$ cat config.mk
export PLATFORM = sky130hd
export DESIGN_NAME = ad_capture_ctrl
export DESIGN_NICKNAME = d
export VERILOG_FILES = /design/src/rtl/ad_capture_ctrl.sv
export SDC_FILE = /design/constraint.sdc
export NUM_CORES = 1
export LEC_CHECK = 0
export ABC_AREA = 1
export ABC_CLOCK_PERIOD_IN_PS = 2400
export CAP_MARGIN = 10
export CORE_ASPECT_RATIO = 1.1
export CORE_UTILIZATION = 35
export CTS_CLUSTER_SIZE = 20
export DETAILED_ROUTE_END_ITERATION = 16
export PLACE_DENSITY_LB_ADDON = 0.1
export SETUP_SLACK_MARGIN = 0.2
export SLEW_MARGIN = 5
export SYNTH_ARGS = -nofsm -noshare
export SYNTH_HDL_FRONTEND = slang
export SYNTH_SLANG_ARGS = --single-unit
$ cat constraint.sdc
create_clock -name i_ad_clk -period 2.4 [get_ports i_ad_clk]
set_input_delay 0.36 -clock i_ad_clk [delete_from_list [all_inputs] [get_ports i_ad_clk]]
set_output_delay 0.36 -clock i_ad_clk [all_outputs]
set_load 0.02 [all_outputs]
$ cat src/rtl/ad_capture_ctrl.sv
`default_nettype none
// ============================================================================
// ad_capture_ctrl : triggered ADC capture with delay, decimation and word packing
// Optional: AD_CAPTURE_AVG_EN (group mean instead of first sample). Rev 1.0
// ============================================================================
module ad_capture_ctrl #(
   parameter int AD_DATA_SIZE = 8,
   parameter int PACK         = 2,
   parameter int CNT_W        = 16
) (
   input  logic                         i_ad_clk,
   input  logic                         i_rst_n,
   input  logic                         i_trig_int,
   input  logic                         i_trig_ext,
   input  logic                         i_trig_sel,
   input  logic [CNT_W-1:0]             i_delay,
   input  logic [CNT_W-1:0]             i_recv_count,
   input  logic [1:0]                   i_decim_log2,
   input  logic [AD_DATA_SIZE-1:0]      i_ad_data,
   output logic [AD_DATA_SIZE*PACK-1:0] o_data,
   output logic                         o_valid,
   input  logic                         i_ready,
   output logic                         o_ad_open,
   output logic                         o_busy,
   output logic                         o_done,
   output logic                         o_overrun
);
   localparam int LANE_W = (PACK > 1) ? $clog2(PACK) : 1;
   localparam logic [LANE_W-1:0] c_last_lane = LANE_W'(PACK - 1);

   typedef enum logic [1:0] {
      IDLE    = 2'd0,
      DELAY   = 2'd1,
      COLLECT = 2'd2,
      FLUSH   = 2'd3
   } state_t;

   state_t                         r_state;
   logic                           r_sync1, r_sync2, r_sync3, r_trig_edge;
   logic [AD_DATA_SIZE-1:0]        r_ad;
   logic                           r_smp_vld;
   logic [CNT_W-1:0]               r_cnt, r_delay, r_count;
   logic [1:0]                     r_k;
   logic [2:0]                     r_dcnt;
   logic [LANE_W-1:0]              r_lane;
   logic [AD_DATA_SIZE*PACK-1:0]   r_pack;

   logic [2:0]                     w_grp_mask;
   logic                           w_take, w_grp_end, w_final, w_word_done, w_load;
   logic [CNT_W-1:0]               w_cnt_inc;
   logic [AD_DATA_SIZE-1:0]        w_dec;
   logic [AD_DATA_SIZE*PACK-1:0]   w_word;

   // Synchroniser presets to 1 so a trigger already high at reset gives no edge
   always_ff @(posedge i_ad_clk or negedge i_rst_n) begin
      if (!i_rst_n) begin
         r_sync1     <= 1'b1;
         r_sync2     <= 1'b1;
         r_sync3     <= 1'b1;
         r_trig_edge <= 1'b0;
         r_ad        <= '0;
         r_smp_vld   <= 1'b0;
      end else begin
         r_sync1     <= i_trig_sel ? i_trig_ext : i_trig_int;
         r_sync2     <= r_sync1;
         r_sync3     <= r_sync2;
         r_trig_edge <= r_sync2 & ~r_sync3;
         r_ad        <= i_ad_data;
         r_smp_vld   <= (r_state == COLLECT);
      end
   end

   assign w_grp_mask  = 3'b111 >> (2'd3 - r_k);
   assign w_take      = (r_state == COLLECT) && r_smp_vld;
   assign w_grp_end   = (r_dcnt == w_grp_mask);
   assign w_cnt_inc   = r_cnt + CNT_W'(1);
   assign w_final     = w_grp_end && (w_cnt_inc == r_count);
   assign w_word_done = w_take && w_grp_end && ((r_lane == c_last_lane) || w_final);
   assign w_load      = w_word_done && (!o_valid || i_ready);

`ifdef AD_CAPTURE_AVG_EN
   logic [AD_DATA_SIZE+2:0] r_acc;
   logic [AD_DATA_SIZE+2:0] w_sum;

   assign w_sum = r_acc + {3'b000, r_ad};
   assign w_dec = AD_DATA_SIZE'(w_sum >> r_k);

   always_ff @(posedge i_ad_clk or negedge i_rst_n) begin
      if (!i_rst_n)
         r_acc <= '0;
      else if (r_state == IDLE)
         r_acc <= '0;
      else if (w_take)
         r_acc <= w_grp_end ? '0 : w_sum;
   end
`else
   logic [AD_DATA_SIZE-1:0] r_first;

   assign w_dec = (r_dcnt == 3'd0) ? r_ad : r_first;

   always_ff @(posedge i_ad_clk or negedge i_rst_n) begin
      if (!i_rst_n)
         r_first <= '0;
      else if (w_take && (r_dcnt == 3'd0))
         r_first <= r_ad;
   end
`endif

   // Lanes above the current one are still zero, which pads a short final word
   always_comb begin
      w_word = r_pack;
      for (int i = 0; i < PACK; i++) begin
         if (r_lane == LANE_W'(i))
            w_word[i*AD_DATA_SIZE +: AD_DATA_SIZE] = w_dec;
      end
   end

   always_ff @(posedge i_ad_clk or negedge i_rst_n) begin
      if (!i_rst_n) begin
         r_state   <= IDLE;
         r_cnt     <= '0;
         r_delay   <= '0;
         r_count   <= '0;
         r_k       <= '0;
         r_dcnt    <= '0;
         r_lane    <= '0;
         r_pack    <= '0;
         o_data    <= '0;
         o_valid   <= 1'b0;
         o_ad_open <= 1'b0;
         o_busy    <= 1'b0;
         o_done    <= 1'b0;
         o_overrun <= 1'b0;
      end else begin
         o_done <= 1'b0;
         if (w_load) begin
            o_data  <= w_word;
            o_valid <= 1'b1;
         end else if (o_valid && i_ready) begin
            o_valid <= 1'b0;
         end
         if (w_word_done && !w_load)
            o_overrun <= 1'b1;

         if (w_take) begin
            r_dcnt <= w_grp_end ? 3'd0 : r_dcnt + 3'd1;
            if (w_grp_end) begin
               if (w_word_done) begin
                  r_pack <= '0;
                  r_lane <= '0;
               end else begin
                  r_pack <= w_word;
                  r_lane <= r_lane + LANE_W'(1);
               end
            end
         end

         case (r_state)
            IDLE: begin
               if (r_trig_edge) begin
                  r_delay   <= i_delay;
                  r_count   <= i_recv_count;
                  r_k       <= i_decim_log2;
                  r_cnt     <= '0;
                  r_dcnt    <= '0;
                  r_lane    <= '0;
                  r_pack    <= '0;
                  o_overrun <= 1'b0;
                  o_busy    <= 1'b1;
                  o_ad_open <= 1'b1;
                  if (i_recv_count == '0)
                     r_state <= FLUSH;
                  else if (i_delay == '0)
                     r_state <= COLLECT;
                  else
                     r_state <= DELAY;
               end
            end
            DELAY: begin
               if (w_cnt_inc == r_delay) begin
                  r_cnt   <= '0;
                  r_state <= COLLECT;
               end else begin
                  r_cnt <= w_cnt_inc;
               end
            end
            COLLECT: begin
               if (w_take && w_grp_end) begin
                  if (w_final)
                     r_state <= FLUSH;
                  else
                     r_cnt <= w_cnt_inc;
               end
            end
            FLUSH: begin
               if (!o_valid) begin
                  r_state   <= IDLE;
                  o_busy    <= 1'b0;
                  o_ad_open <= 1'b0;
                  o_done    <= 1'b1;
               end
            end
            default: r_state <= IDLE;
         endcase
      end
   end
endmodule
`default_nettype wire

# [Yosys cells after proc, flatten, opt, wreduce, memory -nomap -nowiden]
# Index checks and enable logic that the tools add are counted.
[word_totals] register_bits=113 inputBits=48 out_inout_bits=21 word_cells=103
[classes] n_addsub=4 eq_ne=12 shifts=1 muxes=41 n_bitwise=2 reduce_logical=23
[ops] cell="2-to-1 mux 16 bit" n=9
[ops] cell="case mux 16 bit (3 select lines)" n=1
[ops] cell="equality test 16 bit" n=2
[ops] cell="zero test 16 bit" n=2
[ops] cell="2-to-1 mux 8 bit" n=3
[ops] cell="adder 16 x 1 -> 16 bit (second input constant)" n=1
[ops] cell="2-to-1 mux 1 bit" n=15
[ops] cell="2-to-1 mux 2 bit" n=7
[ops] cell="2-to-1 mux 3 bit" n=4
[ops] cell="!= test 2 bit (second input constant)" n=5
[ops] cell="logical AND 1 bit" n=8
[ops] cell="case mux 2 bit (4 select lines)" n=1
[ops] cell="AND reduction 5 bit" n=1
[ops] cell="equality test 2 bit (second input constant)" n=2
[ops] cell="AND reduction 4 bit" n=1
[ops] cell="nonzero test 2 bit" n=2
[ops] cell="adder 3 x 1 -> 3 bit (second input constant)" n=1
[ops] cell="equality test 3 bit" n=1
[ops] cell="zero test 3 bit" n=1
[ops] cell="AND reduction 3 bit" n=1
[ops] cell="nonzero test 3 bit" n=1
[ops] cell=">> shifter 3 x 2 -> 3 bit (first input constant)" n=1
[ops] cell="equality test 2 x 1 -> 1 bit (second input constant)" n=1
[ops] cell="zero test 1 bit" n=2
[ops] cell="other kinds (9)" n=10

# [Longest topological paths before layout]
[depth] word_depth=12 ltp_mapped=18 ltp_nobuf=17

# [Worst setup path after synthesis]
# Ideal clock, no wire load.
[synth_timing] kind="reg-to-reg" from="register r_cnt[1]" to="register o_data[5]" setup_ps=118 arrival_time_ps=1932 required_ps=2282 setup_slack_ps=351 path_stages_with_launch=18 n_path_buf=1 synth_period_minus_slack_ps=2049 cell_sequence="dfrtp_1 ha_1 nand2_1 nor2_4 nand2_1 nand2_1 nand2_1 nand2_1 nand3_1 nor2_1 nand2_1 nor2_1 nand2_1 nand2_2 nand3_2 buf_2 nand2_1 nand2_1"
[synth_via] elab_chain_cells=6
[synth_lines] item="from (decl)" line_no="42" rtl="logic [CNT_W-1:0] r_cnt, r_delay, r_count;"
[synth_lines] item="from (signal assigned)" line_no="184" rtl="r_cnt <= w_cnt_inc;"
[synth_lines] item="from (signal assigned)" line_no="192" rtl="r_cnt <= w_cnt_inc;"
[synth_lines] item="adder 16 x 1 -> 16 bit" line_no="76" rtl="assign w_cnt_inc = r_cnt + CNT_W'(1);"
[synth_lines] item="equality test 16 bit" line_no="77" rtl="assign w_final = w_grp_end && (w_cnt_inc == r_count);"
[synth_lines] item="logical AND 1 bit" line_no="77"
[synth_lines] item="logical OR 1 bit" line_no="78" rtl="assign w_word_done = w_take && w_grp_end && ((r_lane == c_last_lane) || w_final);"
[synth_lines] item="logical AND 1 bit" line_no="78"
[synth_lines] item="logical AND 1 bit" line_no="79" rtl="assign w_load = w_word_done && (!o_valid || i_ready);"
[synth_lines] item="to (signal assigned)" line_no="137" rtl="o_data <= w_word;"
[synth_lines] item="to (decl)" line_no="20" rtl="output logic [AD_DATA_SIZE*PACK-1:0] o_data,"
# No other way between the ends.
# A chain may end at the register's enable or synchronous reset.

# [Worst setup path in the final report]
[layout_timing] from="register r_cnt[0]" to="register o_overrun"
[layout_via] elab_chain_cells=11
[layout_lines] item="adder 16 x 1 -> 16 bit (*)" line_no="76"
[layout_lines] item="equality test 16 bit (*)" line_no="77"
[layout_lines] item="logical AND 1 bit (*)" line_no="77"
[layout_lines] item="logical OR 1 bit (*)" line_no="78"
[layout_lines] item="logical AND 1 bit (*)" line_no="78"
[layout_lines] item="logical AND 1 bit" line_no="79"
[layout_lines] item="zero test 1 bit" line_no="142" rtl="if (w_word_done && !w_load)"
[layout_lines] item="logical AND 1 bit (*)" line_no="142"
[layout_lines] item="2-to-1 mux 1 bit (*)" line_no="142"
[layout_lines] item="2-to-1 mux 1 bit" line_no="160" rtl="if (r_trig_edge) begin"
[layout_lines] item="2-to-1 mux 1 bit (*)" line_no="158" rtl="case (r_state)"
[layout_lines] item="to (signal assigned)" line_no="133" rtl="o_overrun <= 1'b0;"
[layout_lines] item="to (signal assigned)" line_no="143" rtl="o_overrun <= 1'b1;"
[layout_lines] item="to (signal assigned)" line_no="168" rtl="o_overrun <= 1'b0;"
[layout_lines] item="to (decl)" line_no="26" rtl="output logic o_overrun"
# Every way passes the cells marked *; elsewhere a longest branch is shown, timed or not.

==> summary.md <==
| Metric | Value |
|---|---|
| Die area | 17,300 µm² |
| Total chip power | 0.00829 W |
| Worst hold start | r_sync1 |
| Ranking of synthesized cells by area | dfrtp_1 (47%), nand2_1 (19%), nand3_1 (5.6%), inv_1 (5.0%), o21ai_0 (4.6%) |
| Ys Warns | 0 |
| Cell taking the most area after synthesis | dfrtp_1 |
| Min Clock Period, post-route | 2230 ps |
| Largest net degree at the start of global routing | 43 |
| Worst relative slew slack | 48.8% |
| Post-Synth XOR/XNOR Area | 1.57% |
| Comb power frac | 35.9% |
| Final #Nets | 937 |
| Clock power share | 30.4% |
| Crit-path max FO | 15 |
| Synth Area in Simple Gates | 35.0% |
| Sequential share of power | 33.7% |
| Adder-cell share of the synthesized area | 1.91% |
| Number of diodes | 0 |
| Failing checks | design-rule violations |
| Required time worst endpoint | 2750 ps |
| Routed WL | 16,500 µm |
| Syn Area/Cell | 7.51 µm² |
| I/O pin cnt | 69 |
| Vias/cell | 4.95 |
| Post-DP HPWL | 11,800 µm |
| Syn-to-layout area delta | 32.9% |
| Layout cells sized above 1 | 13.8% |
| Final period utilization | 92.7% |
| Final setup viols | 0 |
| Grt ovf | 0 |
| Synth Flop Type | dfrtp_1 |
| Max-Cap Viols | 0 |
| Core area | 16,400 µm² |
| Drt wl/cell | 15.0 µm |
| Switching share of power | 37.8% |
| Largest family of logic cells by synthesized area | simple AND/OR/NAND/NOR gates |
| CTS root buf | clkbuf_16 |
| Setup crit start kind | flip-flop |
| Total GRT Usage | 20.5% |
| CP Data Arrival Time | 2570 ps |
| Post-synth top area share | 46.8% |
| Final worst slack | 175 ps |
| Crit. End Element | flip-flop |
| Hold WS | 356 ps |
| Die X-Extent | 126 µm |
| Run status | finished with violations |
| Synth cell types | 32 |
| Synth Area in Compound Gates | 5.83% |
| DP Worst Slack | -11.6 ps |
| Site row count | 49 |
| IO buf count | 68 |
| Placer Congestion | 0.856 |
| Layout Utilization | 47.7% |
| Post-synthesis mux area share | 0.191% |
| Sink Count | 113 |
| CTS Buffer Depth | 2 |
| Worst r2r src | r_cnt[0] |
| Routed Antenna Nets | 0 |
| Post-synthesis sequential area ratio | 48.1% |
| Syn Inst Count | 783 |
| Fin. Hold Viols | 0 |
| Net count after synthesis | 840 |
| Initial antenna violation count | 0 |
| Vias | 5,429 |
| CP startpoint | r_cnt[0] |
| Synth Cell Area | 5880 µm² |
| Vias in the first global route | 5,474 |
| EDFF count, synth | 0 |
| Clock Latency Late Sink | 420 ps |
| Peak supply drop | 0.000626 V |
| Pre-antenna DRT Iters | 12 |
| Leak | 3.81 nW |
| Kind of critical path | flip-flop to flip-flop |
| Residual DRC | 1 |
| Seq cells post-synth | 113 |
| Unrepaired setup endpoints after global routing | true |
| Async set-reset flop share out of synthesis | 100% |
| Cell Int Power | 0.00516 W |
| Clk slew on worst S/H paths | 60 ps |
| Final Max Slew Viols | 0 |
| Worst hold path class | flip-flop to flip-flop |
| Layout Skew | 10.3 ps |
| Max Fclk | 449 MHz |
| Die height | 138 µm |
| Worst-Margin Slew | 765 ps |
| Iter 0 DRT Violations | 289 |
| H-tree levels | 4 |
| CTS Buf Count | 17 |
| PwrDens | 1060 nW/µm² |
| TritonCTS clock tree | yes |
| Initial core utilization | 35.9% |
| P_sw | 0.00313 W |
| First-pass GRT wire length | 26,900 µm |
power groups by stage:
stage	logic (W)	registers [W]	clock network, W
after floorplan	0.00179	0.00271	0
after global placement	0.00269	0.00280	0
after detailed placement	0.00272	0.00281	0
after CTS	0.00281	0.00279	0.00258
after global routing	0.00333	0.00286	0.00267
final	0.00297	0.00279	0.00252
cells in the final DEF, fill, tap and decap left out, types with 3 or more instances in the layout:
cell,synthesis,layout
dfstp_2,3,3
buf_4,2,24
dfrtp_1,110,107
nor2_2,3,9
nand3b_1,10,10
nand4_1,27,27
nor2_4,4,9
nand2_1,303,286
clkdlybuf4s50_1,0,67
nand2_4,0,7
xnor2_1,6,4
buf_12,0,4
nor2_1,52,42
o21ai_0,54,54
a21oi_1,7,7
buf_6,3,3
dfrtp_2,0,3
clkbuf_16,0,18
clkbuf_1,16,3
nand3_2,1,5
nor4_1,6,6
nand2_2,5,15
nand3_1,66,61
ha_1,9,8
inv_1,78,77
clkbuf_8,0,4
worst max-delay path: stages, from the launching register on:
cell and delay [ps]:
dfrtp_1 410, ha_4 310, inv_1 40, nand2_1 40, nand2_1 40, nor2_1 100, nand2_1 70, nor2_2 100
nand3_1 110, nor2_1 120, nand2_1 70, nor2_2 130, nand2_2 100, nand2_4 100, buf_12 160, nand3_1 110
a21oi_1 140
cells in the mapped netlist, drive strengths merged (7+ instances only):
library cell	number
ha	9
o21ai	54
buf	8
nand3b	10
nor2	59
nand2	308
a21oi	7
nand3	67
nand4	27
dfrtp	110
inv	80
clkbuf	16
timing repair:
| action | in CTS | in global routing |
|---|---|---|
| pin swaps | 13 | 8 |
| gates resized for setup | 21 | 37 |
| gates cloned | 1 | 2 |
| endpoints found under the hold margin | 28 | 0 |
| endpoints found under the setup margin | 52 | 56 |
| hold buffers | 1 | 0 |
| buffers inserted | 4 | 0 |
final timing paths:
check | endpoint | slack [ps] | cells past startpoint
setup / recovery | o_overrun | 170 | 16
hold / removal | r_sync2 | 360 | 0
setup reg to reg | o_overrun | 170 | 16
hold reg to reg | r_sync2 | 360 | 0
max in group asynchronous | r_sync1 | 1320 | 3
min in group asynchronous | r_count[3] | 460 | 2
state kept, by name (all words and copies together) (netlist names), 2 cells and up:
signal,flops
r_ad,8
r_dcnt,3
r_delay,16
r_state,2
r_count,16
r_cnt,16
r_first,8
o_data,16
r_pack,16
r_k,2
metrics by stage:
stage	cells	instance area, µm²	setup TNS, ps
2_1_floorplan	783	5880	0
3_3_place_gp	1057	6940	0
3_5_place_dp	1057	6940	-29.9
4_1_cts	1095	7660	0
5_1_grt	1097	7820	-7.78
6_report	1097	7820	0
metal layers:
| metal | vias to the layer above | track usage [%] | share of wire (%) |
|---|---|---|---|
| li1 | 2695 | - | - |
| met1 | 2572 | 23.1 | 41 |
| met2 | 134 | 36.9 | 52 |
| met3 | 28 | 4.32 | 4.3 |
| met4 | 0 | 10.1 | 2.9 |
| met5 | - | 0 | 0 |
cells by family after synthesis:
family,Yosys count
compound gates,66
xor+xnor,9
fa+ha+maj,9
buf+inv,106
flops,113
mux,1
simple gates,479
final cells by class:
cell class | count | area (µm²)
fillers | 1607 | 8550
flip-flops and latches | 113 | 2840
multi-input cells | 565 | 2810
repair buffers | 101 | 1000
clock buffers | 24 | 492
inverters | 82 | 313
well taps | 204 | 255
clock inverters | 8 | 103
Power figures use the tool's default switching activity.
